File: src/rtl/decode_hazard_stage.sv
// ID stage: decodes IF/ID, registers ID/EX, inserts a bubble on load-use hazards,
// honours EX flush and back-pressure, latches HALT and counts stalled cycles.
module decode_hazard_stage #(
    parameter int unsigned OPCODE_WIDTH   = 4,
    parameter int unsigned REG_ADDR_WIDTH = 3,
    parameter int unsigned IMM_WIDTH      = 6,
    parameter int unsigned INSTR_WIDTH    = 16,
    parameter int unsigned ALU_OP_WIDTH   = 4,
    parameter int unsigned CNT_WIDTH      = 16
) (
    input  logic                      clk,
    input  logic                      rst,
    input  logic                      if_valid,
    input  logic [INSTR_WIDTH-1:0]    if_instr,
    output logic                      id_ready,
    input  logic                      ex_ready,
    input  logic                      ex_flush,
    output logic                      ex_valid,
    output logic                      ex_reg_write,
    output logic                      ex_mem_write,
    output logic                      ex_load,
    output logic                      ex_use_imm,
    output logic                      ex_mem_addr_sel,
    output logic                      ex_is_branch,
    output logic                      ex_is_jump,
    output logic [ALU_OP_WIDTH-1:0]   ex_alu_op,
    output logic [REG_ADDR_WIDTH-1:0] ex_rs1,
    output logic [REG_ADDR_WIDTH-1:0] ex_rs2,
    output logic [REG_ADDR_WIDTH-1:0] ex_rd,
    output logic [IMM_WIDTH-1:0]      ex_imm,
    output logic                      halted,
    output logic [CNT_WIDTH-1:0]      stall_count
);

    if (INSTR_WIDTH != OPCODE_WIDTH + 2 * REG_ADDR_WIDTH + IMM_WIDTH) begin : g_width_check
        $error("INSTR_WIDTH must equal OPCODE_WIDTH + 2*REG_ADDR_WIDTH + IMM_WIDTH");
    end

    typedef enum logic [3:0] {
        OP_LOADI = 4'h0, OP_ADD  = 4'h1, OP_SUB  = 4'h2, OP_AND  = 4'h3,
        OP_OR    = 4'h4, OP_XOR  = 4'h5, OP_STORE= 4'h6, OP_LOAD = 4'h7,
        OP_SHL   = 4'h8, OP_SHR  = 4'h9, OP_MOV  = 4'hA, OP_CMP  = 4'hB,
        OP_JUMP  = 4'hC, OP_JZ   = 4'hD, OP_JNZ  = 4'hE, OP_HALT = 4'hF
    } opcode_e;

    typedef struct packed {
        logic                      reg_write;
        logic                      mem_write;
        logic                      load;
        logic                      use_imm;
        logic                      addr_sel;
        logic                      is_branch;
        logic                      is_jump;
        logic [ALU_OP_WIDTH-1:0]   alu_op;
        logic [REG_ADDR_WIDTH-1:0] rs1;
        logic [REG_ADDR_WIDTH-1:0] rs2;
        logic [REG_ADDR_WIDTH-1:0] rd;
        logic [IMM_WIDTH-1:0]      imm;
    } idex_t;

    logic [OPCODE_WIDTH-1:0]   opcode;
    logic [REG_ADDR_WIDTH-1:0] f_rs1, f_rs2;
    logic                      op_known, reads_rs1, reads_rs2, is_halt, hazard;
    opcode_e                   op;
    idex_t                     dec, ex_q, ex_d;
    logic                      ex_valid_q, ex_valid_d, halted_q, halted_d;
    logic [CNT_WIDTH-1:0]      stall_q, stall_d;

    assign opcode   = if_instr[INSTR_WIDTH-1 -: OPCODE_WIDTH];
    assign f_rs1    = if_instr[INSTR_WIDTH-OPCODE_WIDTH-1 -: REG_ADDR_WIDTH];
    assign f_rs2    = if_instr[INSTR_WIDTH-OPCODE_WIDTH-REG_ADDR_WIDTH-1 -: REG_ADDR_WIDTH];
    assign op_known = (opcode >> 4) == '0;
    assign op       = opcode_e'(4'(opcode));

    always_comb begin
        dec       = '0;
        dec.rs1   = f_rs1;
        dec.rs2   = f_rs2;
        dec.imm   = if_instr[IMM_WIDTH-1:0];
        reads_rs1 = 1'b0;
        reads_rs2 = 1'b0;
        is_halt   = 1'b0;
        if (op_known) begin
            case (op)
                OP_LOADI: begin
                    dec.reg_write = 1'b1; dec.rd = f_rs1; dec.use_imm = 1'b1;
                    dec.alu_op = ALU_OP_WIDTH'(4'b1101);
                end
                OP_ADD, OP_SUB, OP_AND, OP_OR, OP_XOR, OP_SHL, OP_SHR: begin
                    dec.reg_write = 1'b1; dec.rd = f_rs2;
                    reads_rs1 = 1'b1; reads_rs2 = 1'b1;
                    case (op)
                        OP_ADD:  dec.alu_op = ALU_OP_WIDTH'(4'b0000);
                        OP_SUB:  dec.alu_op = ALU_OP_WIDTH'(4'b0001);
                        OP_AND:  dec.alu_op = ALU_OP_WIDTH'(4'b0010);
                        OP_OR:   dec.alu_op = ALU_OP_WIDTH'(4'b0011);
                        OP_XOR:  dec.alu_op = ALU_OP_WIDTH'(4'b0100);
                        OP_SHL:  dec.alu_op = ALU_OP_WIDTH'(4'b0110);
                        default: dec.alu_op = ALU_OP_WIDTH'(4'b0111);
                    endcase
                end
                OP_STORE: begin
                    dec.mem_write = 1'b1; dec.addr_sel = 1'b1; reads_rs1 = 1'b1;
                end
                OP_LOAD: begin
                    dec.reg_write = 1'b1; dec.load = 1'b1; dec.addr_sel = 1'b1; dec.rd = f_rs1;
                end
                OP_MOV: begin
                    dec.reg_write = 1'b1; dec.rd = f_rs2; reads_rs1 = 1'b1;
                    dec.alu_op = ALU_OP_WIDTH'(4'b1100);
                end
                OP_CMP: begin
                    dec.alu_op = ALU_OP_WIDTH'(4'b0001); reads_rs1 = 1'b1; reads_rs2 = 1'b1;
                end
                OP_JUMP: dec.is_jump = 1'b1;
                OP_JZ, OP_JNZ: begin
                    dec.is_branch = 1'b1; dec.use_imm = 1'b1; reads_rs1 = 1'b1;
                    dec.alu_op = ALU_OP_WIDTH'(4'b0001);
                end
                default: is_halt = 1'b1;
            endcase
        end
    end

    assign hazard = ex_valid_q && ex_q.load &&
                    ((reads_rs1 && f_rs1 == ex_q.rd) || (reads_rs2 && f_rs2 == ex_q.rd));

    // Priority: flush > back-pressure > hazard > accept; halted blocks acceptance outright.
    assign id_ready = if_valid && !rst && !halted_q && !ex_flush && ex_ready && !hazard;

    always_comb begin
        ex_valid_d = ex_valid_q;
        ex_d       = ex_q;
        halted_d   = halted_q;
        stall_d    = stall_q;
        if (ex_flush) begin
            ex_valid_d = 1'b0;
        end else if (ex_ready) begin
            ex_valid_d = id_ready;
            if (id_ready) ex_d = dec;
        end
        if (id_ready && is_halt) halted_d = 1'b1;
        if (if_valid && !id_ready && stall_q != '1) stall_d = stall_q + CNT_WIDTH'(1);
    end

    always_ff @(posedge clk) begin
        if (rst) begin
            ex_valid_q <= 1'b0;
            ex_q       <= '0;
            halted_q   <= 1'b0;
            stall_q    <= '0;
        end else begin
            ex_valid_q <= ex_valid_d;
            ex_q       <= ex_d;
            halted_q   <= halted_d;
            stall_q    <= stall_d;
        end
    end

    assign ex_valid        = ex_valid_q;
    assign ex_reg_write    = ex_q.reg_write;
    assign ex_mem_write    = ex_q.mem_write;
    assign ex_load         = ex_q.load;
    assign ex_use_imm      = ex_q.use_imm;
    assign ex_mem_addr_sel = ex_q.addr_sel;
    assign ex_is_branch    = ex_q.is_branch;
    assign ex_is_jump      = ex_q.is_jump;
    assign ex_alu_op       = ex_q.alu_op;
    assign ex_rs1          = ex_q.rs1;
    assign ex_rs2          = ex_q.rs2;
    assign ex_rd           = ex_q.rd;
    assign ex_imm          = ex_q.imm;
    assign halted          = halted_q;
    assign stall_count     = stall_q;

endmodule

File: config.mk
export PLATFORM = sky130hd
export DESIGN_NAME = decode_hazard_stage
export DESIGN_NICKNAME = d
export VERILOG_FILES = /design/src/rtl/decode_hazard_stage.sv
export SDC_FILE = /design/constraint.sdc
export NUM_CORES = 1
export LEC_CHECK = 0
export ABC_AREA = 1
export CAP_MARGIN = 30
export CORE_MARGIN = 2
export CORE_UTILIZATION = 48
export DETAILED_ROUTE_END_ITERATION = 10
export PLACE_DENSITY_LB_ADDON = 0.1
export SYNTH_ARGS = -nofsm -noshare
export SYNTH_HDL_FRONTEND = slang
export SYNTH_SLANG_ARGS = --single-unit
File: constraint.sdc
create_clock -name clk -period 3.45 [get_ports clk]
set_input_delay 1.035 -clock clk [delete_from_list [all_inputs] [get_ports clk]]
set_output_delay 1.035 -clock clk [all_outputs]
set_load 0.03 [all_outputs]
==> results of run 1 <==
## placed cells by master, fill, tap and decap left out
master / synthesis / final
xor2_1: 2 / 2
nor2_1: 80 / 80
nor2_2: 2 / 2
nand3_2: 1 / 1
inv_1: 42 / 42
bufinv_16: 0 / 1
o32ai_1: 1 / 1
nand2_4: 2 / 2
xnor2_1: 3 / 3
inv_4: 1 / 1
inv_2: 3 / 3
ha_1: 1 / 1
buf_4: 4 / 21
dfxtp_1: 44 / 44
clkdlybuf4s50_1: 0 / 60
clkbuf_8: 0 / 5
dlygate4sd2_1: 0 / 4
a21oi_1: 8 / 8
buf_12: 0 / 1
nand2_2: 4 / 4
nor3_1: 6 / 5
o31ai_1: 1 / 1
nand4_1: 16 / 16
o21ai_0: 30 / 30
clkinv_2: 0 / 1
nor3_2: 0 / 1
nand2_1: 81 / 81
o21ai_1: 1 / 1
a21boi_4: 1 / 1
nand3_1: 25 / 25
nor4_1: 1 / 1
clkbuf_1: 5 / 1
or2_2: 1 / 1
## flip-flops by register name (all words and copies together), names as in the netlist
| register | count |
|---|---|
| ex_alu_op | 4 |
| ex_imm | 6 |
| ex_is_branch | 1 |
| ex_is_jump | 1 |
| ex_load | 1 |
| ex_mem_addr_sel | 1 |
| ex_mem_write | 1 |
| ex_rd | 3 |
| ex_reg_write | 1 |
| ex_rs1 | 3 |
| ex_rs2 | 3 |
| ex_use_imm | 1 |
| ex_valid | 1 |
| halted | 1 |
| stall_count | 16 |
## cell type report
type	instances	area share [%]
sequential	44	26.7
clock inverter	2	1.06
tap	67	2.54
multi-input combinational	267	37.4
inverter	46	5.32
clock buffer	6	2.20
timing repair buffer	86	24.7
## worst max-delay path, cell delays in order
cell	delay [ns]
clkdlybuf4s50_1	0.50
inv_1	0.06
nand2_1	0.05
nand2_1	0.06
nor3_2	0.21
nand2_1	0.09
nand2_2	0.09
a21boi_4	0.05
buf_4	0.17
## report_power, final
| group | internal, µW | switching (µW) |
|---|---|---|
| sequential | 520 | 9.65 |
| clock | 215 | 178 |
| combinational | 84.0 | 105 |
## through the flow
| step | TNS (ns) | util, % | cell area (µm²) | std cells |
|---|---|---|---|---|
| final | 0 | 69.3 | 3290 | 518 |
| after global routing | 0 | 69.3 | 3290 | 518 |
| after CTS | 0 | 69.2 | 3290 | 518 |
| after detailed placement | -0.0993 | 67.0 | 3190 | 510 |
| after global placement | -0.0653 | 67.0 | 3190 | 510 |
| after floorplan | 0 | - | 2390 | 373 |
## how the worst min path moves through the flow
stage                                from              end  cells after the start
after floorplan              ex_alu_op[2]     ex_alu_op[2]                      2
after global placement    ex_mem_addr_sel  ex_mem_addr_sel                      2
after detailed placement     ex_mem_write     ex_mem_write                      2
after CTS                    ex_mem_write     ex_mem_write                      2
after global routing           ex_use_imm       ex_use_imm                      2
final                     ex_mem_addr_sel  ex_mem_addr_sel                      2
## layer usage
layer	track usage [%]	up-vias
met3	4.34	4
met5	0	-
li1	-	1334
met1	28.9	1158
met4	6.94	0
met2	34.8	65
## kinds of logic (layout without fill, tap and decap cells)
logic type / Yosys count / in the layout / synth area share (%)
xor+xnor: 5 / 5 / 1.84
simple gates: 219 / 219 / 39.5
buf+inv: 62 / 140 / 11.6
fa+ha+maj: 1 / 1 / 0.524
compound gates: 42 / 42 / 9.65
flops: 44 / 44 / 36.9
## timing repair
action,in CTS,in global routing
pin swaps,0,0
hold buffers,0,0
cloned,0,0
setup endpoints to repair,1,1
resized for setup,4,1
==> results.json, run 1 <==
{
  "run_status": "complete, no violations",
  "min_period_ns": 3.34,
  "syn_area_um2": 2390,
  "pin_count": 66,
  "startpoint": "if_instr[10]",
  "finalSetupViolations": 0,
  "pre_cts_slack_ns": -0.0993,
  "relSlewSlack_pct": 56.4,
  "first_iter_violations": 151,
  "synth-edff-count": 0,
  "synth_common_cells": "81 x nand2_1, 80 x nor2_1, 44 x dfxtp_1, 42 x inv_1, 30 x o21ai_0",
  "route.met2.wl_um": 2530,
  "critPathKind": "in2out",
  "rsz0062_at_grt": "no",
  "avgSynthCellArea_um2": 6.40,
  "cp-endpoint": "id_ready",
  "worst_setup_path_start_kind": "input pin",
  "critPathMaxFanout": 3,
  "post_drt_wl_per_cell_um": 10.9,
  "viasPerCell": 4.94,
  "worstMarginPinSlew_ns": 0.653,
  "overflow": 0,
  "fin_skew_ns": 0.00518,
  "grt_first_pass_wirelength_um": 9380,
  "yosysSeqAreaShare_pct": 36.9,
  "antenna_cells": 0,
  "worst-r2r-cell-count": 10,
  "hold_viol": 0,
  "synth.most_common_cell": "nand2_1",
  "maxSlewViolCount": 0,
  "cts_buffers": 5,
  "antenna_found_initial": 0,
  "multi_input_area_um2": 1230,
  "finalWirelength_um": 5660,
  "syn_nets": 395,
  "regToRegStartpoint": "stall_count[1]",
  "synth_top_area_cell": "dfxtp_1",
  "post-cts-setup-buffer-count": 0,
  "required_ns": 2.41,
  "synth-seq-cells": 44,
  "min_path_type": "reg2reg",
  "rows": 25,
  "clk_pin_slew_ns": 0.08,
  "synthDistinctLibCells": 29,
  "maxCapViolations": 0,
  "die_w_um": 74.5,
  "syn_to_final_growth_pct": 38.1,
  "met3_length_um": 295,
  "peakVddDrop_uv": 249,
  "numPortBuffers": 65,
  "fin_total_pwr_uw": 1110,
  "reg2reg_to": "stall_count[10]",
  "highest_layer": "met4",
  "drive_gt1_share_pct": 9.98,
  "grt_start_max_net_pins": 31,
  "insertion_delay_ns": 0.30,
  "antenna_left": 0,
  "fin_nets": 472,
  "h-tree-depth": 2,
  "synthTopCellsByArea": "dfxtp_1 37%, nand2_1 13%, nor2_1 13%",
  "hpwl_um": 4110,
  "cts.path.max_buffers": 2,
  "dieArea_um2": 5550,
  "globalplace.congestion": 0.833,
  "powerDensity_nw_per_um2": 338,
  "fin_crit_sh_pct": 96.8,
  "fp.dieH_um": 74.5,
  "initial_core_util_pct": 50.2,
  "num-fill-cells": 455,
  "coreArea_um2": 4750,
  "cts_tree": "built",
  "ys.flop_type": "dfxtp_1",
  "r2r_setup_slack_ns": 1.46,
  "finalWorstSetupSlack_ns": 0.112,
  "seq_area_um2": 881,
  "synth_warnings": 0,
  "cts_root_buf": "clkbuf_8",
  "drc_errors": 0,
  "met1_length_um": 2780,
  "drt_pass1_iterations": 4,
  "grtUsageTotal_pct": 21.6,
  "p_leak_uw": 0.00140,
  "grt_pass1_vias": 2175,
  "fmax_ghz": 0.300,
  "num_vias": 2561,
  "crit_path_end_kind": "output port",
  "fin_worst_hold_slack_ns": 0.470,
  "async_flop_share_pct": 0,
  "synth_top_area_share_pct": 36.9,
  "cp_data_arrival_time_ns": 2.30,
  "clock_sinks": 44,
  "syn_inst": 373
}
Note: power is estimated with default switching activity, not from simulation.
==> inputs of run 2 (changes only) <==
- CORE_UTILIZATION: 48 -> 30
==> results.json, run 2 (synthesis results as in run 1) <==
{
  "worst_setup_path_start_kind": "input pin",
  "r2r_setup_slack_ns": 1.49,
  "insertion_delay_ns": 0.29,
  "powerDensity_nw_per_um2": 317,
  "numPortBuffers": 65,
  "fp.dieH_um": 93.2,
  "drive_gt1_share_pct": 10.0,
  "grt_start_max_net_pins": 29,
  "h-tree-depth": 2,
  "overflow": 0,
  "post_drt_wl_per_cell_um": 11.4,
  "critPathKind": "in2out",
  "reg2reg_to": "stall_count[3]",
  "antenna_cells": 0,
  "syn_to_final_growth_pct": 39.5,
  "hp-start": "ex_mem_write",
  "fin_setup_tns_ns": 0,
  "viasPerCell": 4.57,
  "hpwl_um": 4590,
  "final_cell_mix": "81 x nand2_1, 80 x nor2_1, 60 x clkdlybuf4s50_1",
  "fin_crit_sh_pct": 97.4,
  "cts_buffers": 5,
  "worst-r2r-cell-count": 10,
  "critPathMaxFanout": 3,
  "crit_path_max_incr_delay_ns": 0.52,
  "hold_viol": 0,
  "utilization_pct": 43.1,
  "required_ns": 2.41,
  "path_cells": "clkdlybuf4s50_1 -> inv_1 -> nand2_1 -> nand2_1 -> nor3_1 -> nand2_1 -> nand2_2 -> a21boi_4 -> buf_6",
  "fin_nets": 471,
  "rsz0062_at_grt": "no",
  "finalSetupViolations": 0,
  "first_iter_violations": 84,
  "maxCapViolations": 0,
  "fin_skew_ns": 0.00867,
  "regToRegStartpoint": "stall_count[0]",
  "cts_root_buf": "clkbuf_8",
  "rows": 32,
  "whs_endpoint": "ex_mem_write",
  "crit_top_cell": "nand2_1",
  "fin_total_pwr_uw": 1060,
  "min_path_type": "reg2reg",
  "coreArea_um2": 7730,
  "finalWirelength_um": 6290,
  "drt_pass1_iterations": 4,
  "peakVddDrop_uv": 142,
  "critPathSlowestCell": "clkdlybuf4s50_1",
  "pin_count": 66,
  "grt_pass1_vias": 2320,
  "run_status": "complete, no violations",
  "num-fill-cells": 817,
  "crit_path_end_kind": "output port",
  "p_leak_uw": 0.00140,
  "antenna_left": 0,
  "clock_sinks": 44,
  "drc_errors": 0,
  "num_vias": 2524,
  "final_cells": 552,
  "relSlewSlack_pct": 60.0,
  "globalplace.congestion": 0.823,
  "antenna_found_initial": 0,
  "final_common_cell": "nand2_1",
  "dieArea_um2": 8680,
  "min_period_ns": 3.36,
  "maxSlewViolCount": 0,
  "die_w_um": 93.2,
  "fin_worst_hold_slack_ns": 0.468,
  "grtUsageTotal_pct": 14.8,
  "fmax_ghz": 0.298,
  "worstMarginPinSlew_ns": 0.600,
  "cts.path.max_buffers": 2,
  "grt_first_pass_wirelength_um": 10500,
  "place_inst": 544,
  "initial_core_util_pct": 30.9,
  "hold_depth": 2,
  "largest_register_ffs": 16,
  "cts_tree": "built",
  "cp_data_arrival_time_ns": 2.32,
  "clk_pin_slew_ns": 0.08
}
run 2: cell count changes in the layout (fill, tap and decap cells not counted), sizes merged:
cell          delta
dlygate4sd2      -1
bufinv           -1
buf              -1
dlymetal6s2s     +1
clkinv           +1
run 2: cell type report:
cell class	instances	area (µm²)	area share, %
Sequential cell	44	881	26.5
Timing Repair Buffer	85	813	24.4
Clock buffer	6	82.6	2.48
Clock inverter	2	10.0	0.301
Tap cell	102	128	3.83
Inverter	46	175	5.26
Multi-Input combinational cell	267	1240	37.2
run 2: where the power goes:
| part | internal (µW) | total, µW | switching, µW | leakage (µW) |
|---|---|---|---|---|
| clock | 160 | 335 | 175 | 0.0000510 |
| combinational | 84.1 | 191 | 107 | 0.000995 |
| sequential | 520 | 530 | 9.39 | 0.000357 |
run 2: how the worst max path moves through the flow:
stage / from / to / slack (ns) / cells after the start
detailed placement: if_instr[15] / id_ready / -0.09 / 10
finish: if_instr[10] / id_ready / 0.09 / 9
floorplan: rst / id_ready / 0.29 / 5
global route: if_instr[11] / id_ready / 0.009 / 9
CTS: if_instr[13] / id_ready / 0.008 / 10
global placement: if_instr[15] / id_ready / -0.08 / 10
run 2: worst max-delay path: cells and delay by family:
| kind | cells | cell delay [ns] |
|---|---|---|
| compound gates | 1 | 0.06 |
| buf+inv | 3 | 0.73 |
| simple gates | 5 | 0.51 |
run 2: per-layer routing:
layer | up-vias | global-route usage [%] | routed length [µm]
met1 | 1130 | 19.9 | 3190
li1 | 1332 | - | -
met2 | 60 | 24.1 | 2730
met4 | 0 | 3.31 | 33
met5 | - | 0 | 0
met3 | 2 | 3.79 | 333
run 2: per-stage QoR:
| step | cell area (µm²) | worst slack, ns |
|---|---|---|
| 2_1_floorplan | 2390 | 0.288 |
| 3_3_place_gp | 3220 | -0.0751 |
| 3_5_place_dp | 3220 | -0.0860 |
| 4_1_cts | 3310 | 0.00768 |
| 5_1_grt | 3330 | 0.00863 |
| 6_report | 3330 | 0.0912 |
run 2: what timing repair did:
action                                  in CTS  in global routing
setup buffers                                0                  0
endpoints found under the setup margin       1                  1
hold buffers                                 0                  0
resized for setup                            3                  4
==> RTL edit 1 (config.mk and constraints of run 1) <==
The parameter `CNT_WIDTH` goes from 16 to 32.
--- a/src/rtl/decode_hazard_stage.sv
+++ b/src/rtl/decode_hazard_stage.sv
@@ -8,3 +8,3 @@
     parameter int unsigned ALU_OP_WIDTH   = 4,
-    parameter int unsigned CNT_WIDTH      = 16
+    parameter int unsigned CNT_WIDTH      = 32
 ) (
Ports: changed (resized stall_count); port bits go from 66 to 82. The function was not compared with the original's and may differ.
==> RTL edit 1 against run 1 <==
- synthesized area increased by 43%
- synthesized cell count increased by 43%
- count of clock-buffer cells in the layout increased by 6
- sequential share of layout area decreased by 0.54 points
- power increased by 50%
- sequential cell count increased by 16
- global-route usage increased by 2.8 points
- final area increased by 39%
- sequential power increased by 38%
- setup slack about the same
- wire length increased by 63%
- critical path type unchanged
- largest cell class unchanged
==> RTL edit 1: results (changes against run 1) <==
cell area after placement = 4350 µm² (was 3190 µm²)
Worst Clk Skew = 0.00778 ns (was 0.00518 ns)
Setup Fix Bufs, Post-CTS = 0 (unchanged)
Wirelength per Cell = 12.9 µm (was 10.9 µm)
Slew HR = 37.6% (was 56.4%)
largest cells by area after synthesis = sky130_fd_sc_hd__dfxtp_1 (35%), sky130_fd_sc_hd__nand2_1 (15%), sky130_fd_sc_hd__nor2_1 (9.8%), sky130_fd_sc_hd__inv_1 (5.8%), sky130_fd_sc_hd__nand4_1 (5.5%) (was sky130_fd_sc_hd__dfxtp_1 (37%), sky130_fd_sc_hd__nand2_1 (13%), sky130_fd_sc_hd__nor2_1 (13%), sky130_fd_sc_hd__inv_1 (6.6%), sky130_fd_sc_hd__o21ai_0 (6.3%))
number of warnings printed during yosys synthesis = 0 (unchanged)
max FFs per register = 32 (was 16)
vias in the first global route = 3,330 (was 2,175)
largest fanout of any net on the critical path = 2 (was 3)
part of the Yosys area used for sequential elements = 35.2% (was 36.9%)
commonest cells in the synthesized netlist = sky130_fd_sc_hd__nand2_1 (139), sky130_fd_sc_hd__nor2_1 (89), sky130_fd_sc_hd__dfxtp_1 (60) (was sky130_fd_sc_hd__nand2_1 (81), sky130_fd_sc_hd__nor2_1 (80), sky130_fd_sc_hd__dfxtp_1 (44))
first-iteration detailed-routing DRC count = 225 (was 151)
dpl hpwl = 6660 µm (was 4110 µm)
clock latency of the later-clocked register in the worst-skew pair = 0.34 ns (was 0.30 ns)
Max VDD drop = 205 µV (was 249 µV)
Critical Path Slowest Stage Cell = sky130_fd_sc_hd__clkdlybuf4s50_1 (unchanged)
ratio of cells with drive above 1 in the final layout = 9.46% (was 9.98%)
CTS clk-pin slew, worst paths = 0.06 ns (was 0.08 ns)
FILL cells = 625 (was 455)
number of nets with antenna violations after detailed routing = 0 (unchanged)
number of buffers created by CTS = 9 (was 5)
vias per std cell = 5.08 (was 4.94)
global router's overall resource usage = 24.4% (was 21.6%)
Placer Congestion = 0.994 (was 0.833)
post-synthesis instance total = 532 (was 373)
non-filler cells, final = 720 (was 518)
run status = complete, no violations (unchanged)
count of inserted antenna diode cells = 0 (unchanged)
wire length of the first global-routing pass = 15,100 µm (was 9380 µm)
family with the most delay on the worst path = buffers and inverters (unchanged)
static leakage = 1.88 nW (was 1.40 nW)
synthesized netlist net count = 554 (was 395)
type of the most critical hold path = reg2reg (unchanged)
post-synth cell types = 32 (was 29)
net count of the finished layout = 641 (was 472)
maximum number of pins on one net before global-route repair = 53 (was 31)
number of port buffers = 81 (was 65)
# placed instances = 704 (was 510)
maximum cell stage delay along the critical path = 0.43 ns (was 0.50 ns)
detailed-router iteration count before antenna repair = 5 (was 4)
CTS H-tree depth = 3 (was 2)
## RTL edit 1: path summary, 6_finish.rpt
kind                        from         endpoint  slack (ns)  cells past startpoint
setup / recovery             rst         id_ready        0.11                      6
hold reg to reg     ex_alu_op[0]     ex_alu_op[0]        0.46                      2
setup reg to reg  stall_count[1]  stall_count[14]        1.20                     11
hold / removal      ex_alu_op[0]     ex_alu_op[0]        0.46                      2
## RTL edit 1: final cells by class
type | count | area [µm²] | area share (%)
Inverter | 57 | 216 | 4.72
Timing Repair Buffer | 98 | 937 | 20.4
Clock buffer | 12 | 145 | 3.17
Tap cell | 96 | 120 | 2.62
Multi-Input combinational cell | 393 | 1890 | 41.3
Clock inverter | 4 | 72.6 | 1.58
Sequential cell | 60 | 1200 | 26.2
## RTL edit 1: power breakdown
part	switching (W)	internal, W
Sequential	0.0000183	0.000712
Combinational	0.000142	0.0000975
Clock	0.000272	0.000426
## RTL edit 1: through the flow
step	power [W]	setup slack [ns]
5_1_grt	0.00173	0.0126
6_report	0.00167	0.112
4_1_cts	0.00168	0.0857
3_3_place_gp	0.000975	-0.101
2_1_floorplan	0.000883	0.346
3_5_place_dp	0.000981	-0.149
## RTL edit 1: kinds of logic (layout without fill, tap and decap cells)
group | count (synthesis) | count (layout) | synth area share (%)
buffers and inverters | 79 | 171 | 9.89
adders and majority gates | 1 | 1 | 0.366
xor gates and xnor gates | 20 | 20 | 5.13
AOI/OAI and AO/OA | 61 | 61 | 9.27
and+or+nand+nor | 311 | 311 | 40.2
DFF | 60 | 60 | 35.2
## RTL edit 1: worst min-delay path: stages (launching register included)
cell                      delay, ns
sky130_fd_sc_hd__dfxtp_1       0.31
sky130_fd_sc_hd__nand2_1       0.06
sky130_fd_sc_hd__a21oi_1       0.05
## RTL edit 1: timing repair
item | in CTS | in global routing
pin swaps | 0 | 5
setup endpoints to repair | 1 | 1
gates resized for setup | 6 | 12
hold endpoints to repair | 0 | 0
## RTL edit 1: routing by layer
| metal | global-route usage (%) | vias up | share of wire (%) |
|---|---|---|---|
| met5 | 0 | - | 0 |
| met4 | 10.6 | 0 | 2.2 |
| met3 | 4.48 | 24 | 5.9 |
| met2 | 38.6 | 128 | 46 |
| met1 | 32.6 | 1629 | 46 |
| li1 | - | 1880 | - |
==> RTL edit 2 (flow settings as in run 1) <==
Made on the original files. Reset style: asynchronous (`rst`), changed in one clocked block.
--- a/src/rtl/decode_hazard_stage.sv
+++ b/src/rtl/decode_hazard_stage.sv
@@ -145,3 +145,3 @@
 
-    always_ff @(posedge clk) begin
+    always_ff @(posedge clk or posedge rst) begin
         if (rst) begin
Check against the original RTL: differs if rst is asserted again (counterexample within 4 cycles, from zero or initial values and one cycle with rst high); with rst held inactive, the same outputs for 10 cycles.
==> RTL edit 2 against run 1 <==
- power increased by 8.1%
- first-iteration DRC count up 7.3%
- setup slack improved by 0.023 ns
- sequential cell count is the same
- synthesized area increased by 2.6%
- highest routed layer unchanged
- global-route usage shrank 0.21 points
- sequential share of layout area increased by 7.0 points
- utilization shrank 1.6 points
- largest power group unchanged
- wire length fell by 3.1%
- critical endpoint unchanged
- die area grew 2.5%
- clock skew decreased by 0.0017 ns
- largest cell class unchanged
- final area down 1.0%
==> RTL edit 2: results (changes against run 1) <==
run status = complete, no violations (unchanged)
wire length of the first global-routing pass = 9400 µm (was 9380 µm)
register-to-register setup slack = 1.43 ns (was 1.46 ns)
non-filler cells, final = 467 (was 518)
first-iteration detailed-routing DRC count = 162 (was 151)
# placed instances = 461 (was 510)
fraction of the mapped netlist area in adder cells = 0.511% (was 0.524%)
commonest cells in the synthesized netlist = sky130_fd_sc_hd__nand2_1 (125), sky130_fd_sc_hd__dfrtp_1 (44), sky130_fd_sc_hd__inv_1 (39) (was sky130_fd_sc_hd__nand2_1 (81), sky130_fd_sc_hd__nor2_1 (80), sky130_fd_sc_hd__dfxtp_1 (44))
Placer Congestion = 0.861 (was 0.833)
slew of the pin with the lowest slew margin = 0.548 ns (was 0.653 ns)
Synth-to-Final Area Change = 33.2% (was 38.1%)
hold slack = 0.483 ns (was 0.470 ns)
Buffers, non-clock = 72 (was 86)
multi-input gate share of total cell area = 34.2% (was 37.4%)
final core area utilization = 67.7% (was 69.3%)
async set-or-reset flop fraction in the synthesized netlist = 100% (was 0%)
synthesized netlist net count = 354 (was 395)
global-route met2 utilization = 34.0% (was 34.8%)
maximum cell stage delay along the critical path = 0.43 ns (was 0.50 ns)
global router's overall resource usage = 21.3% (was 21.6%)
xor and xnor fraction of the mapped netlist area = 6.08% (was 1.84%)
cell area after placement = 3150 µm² (was 3190 µm²)
net count of the finished layout = 423 (was 472)
complex-gate fraction of the synthesized area = 5.67% (was 9.65%)
clock network power share = 31.0% (was 35.4%)
met3 demand-to-capacity share in global routing = 5.69% (was 4.34%)
FILL cells = 444 (was 455)
==> RTL edit 2: cell count changes after synthesis, moves of 7 or more <==
cell	before	now
sky130_fd_sc_hd__dfxtp_1	44	0
sky130_fd_sc_hd__nand4_1	16	1
sky130_fd_sc_hd__nand2_1	81	125
sky130_fd_sc_hd__o21ai_0	30	18
sky130_fd_sc_hd__a21oi_1	8	1
sky130_fd_sc_hd__xor2_1	2	12
sky130_fd_sc_hd__nor2_1	80	23
sky130_fd_sc_hd__dfrtp_1	0	44
==> RTL edit 2: path summary, 6_finish.rpt <==
check,startpoint,endpoint
setup reg to reg,ex_rd[1],stall_count[7]
hold / removal,ex_is_jump,ex_is_jump
hold reg to reg,ex_is_jump,ex_is_jump
max in group asynchronous,rst,stall_count[4]
min in group asynchronous,rst,stall_count[14]
setup / recovery,if_instr[7],id_ready
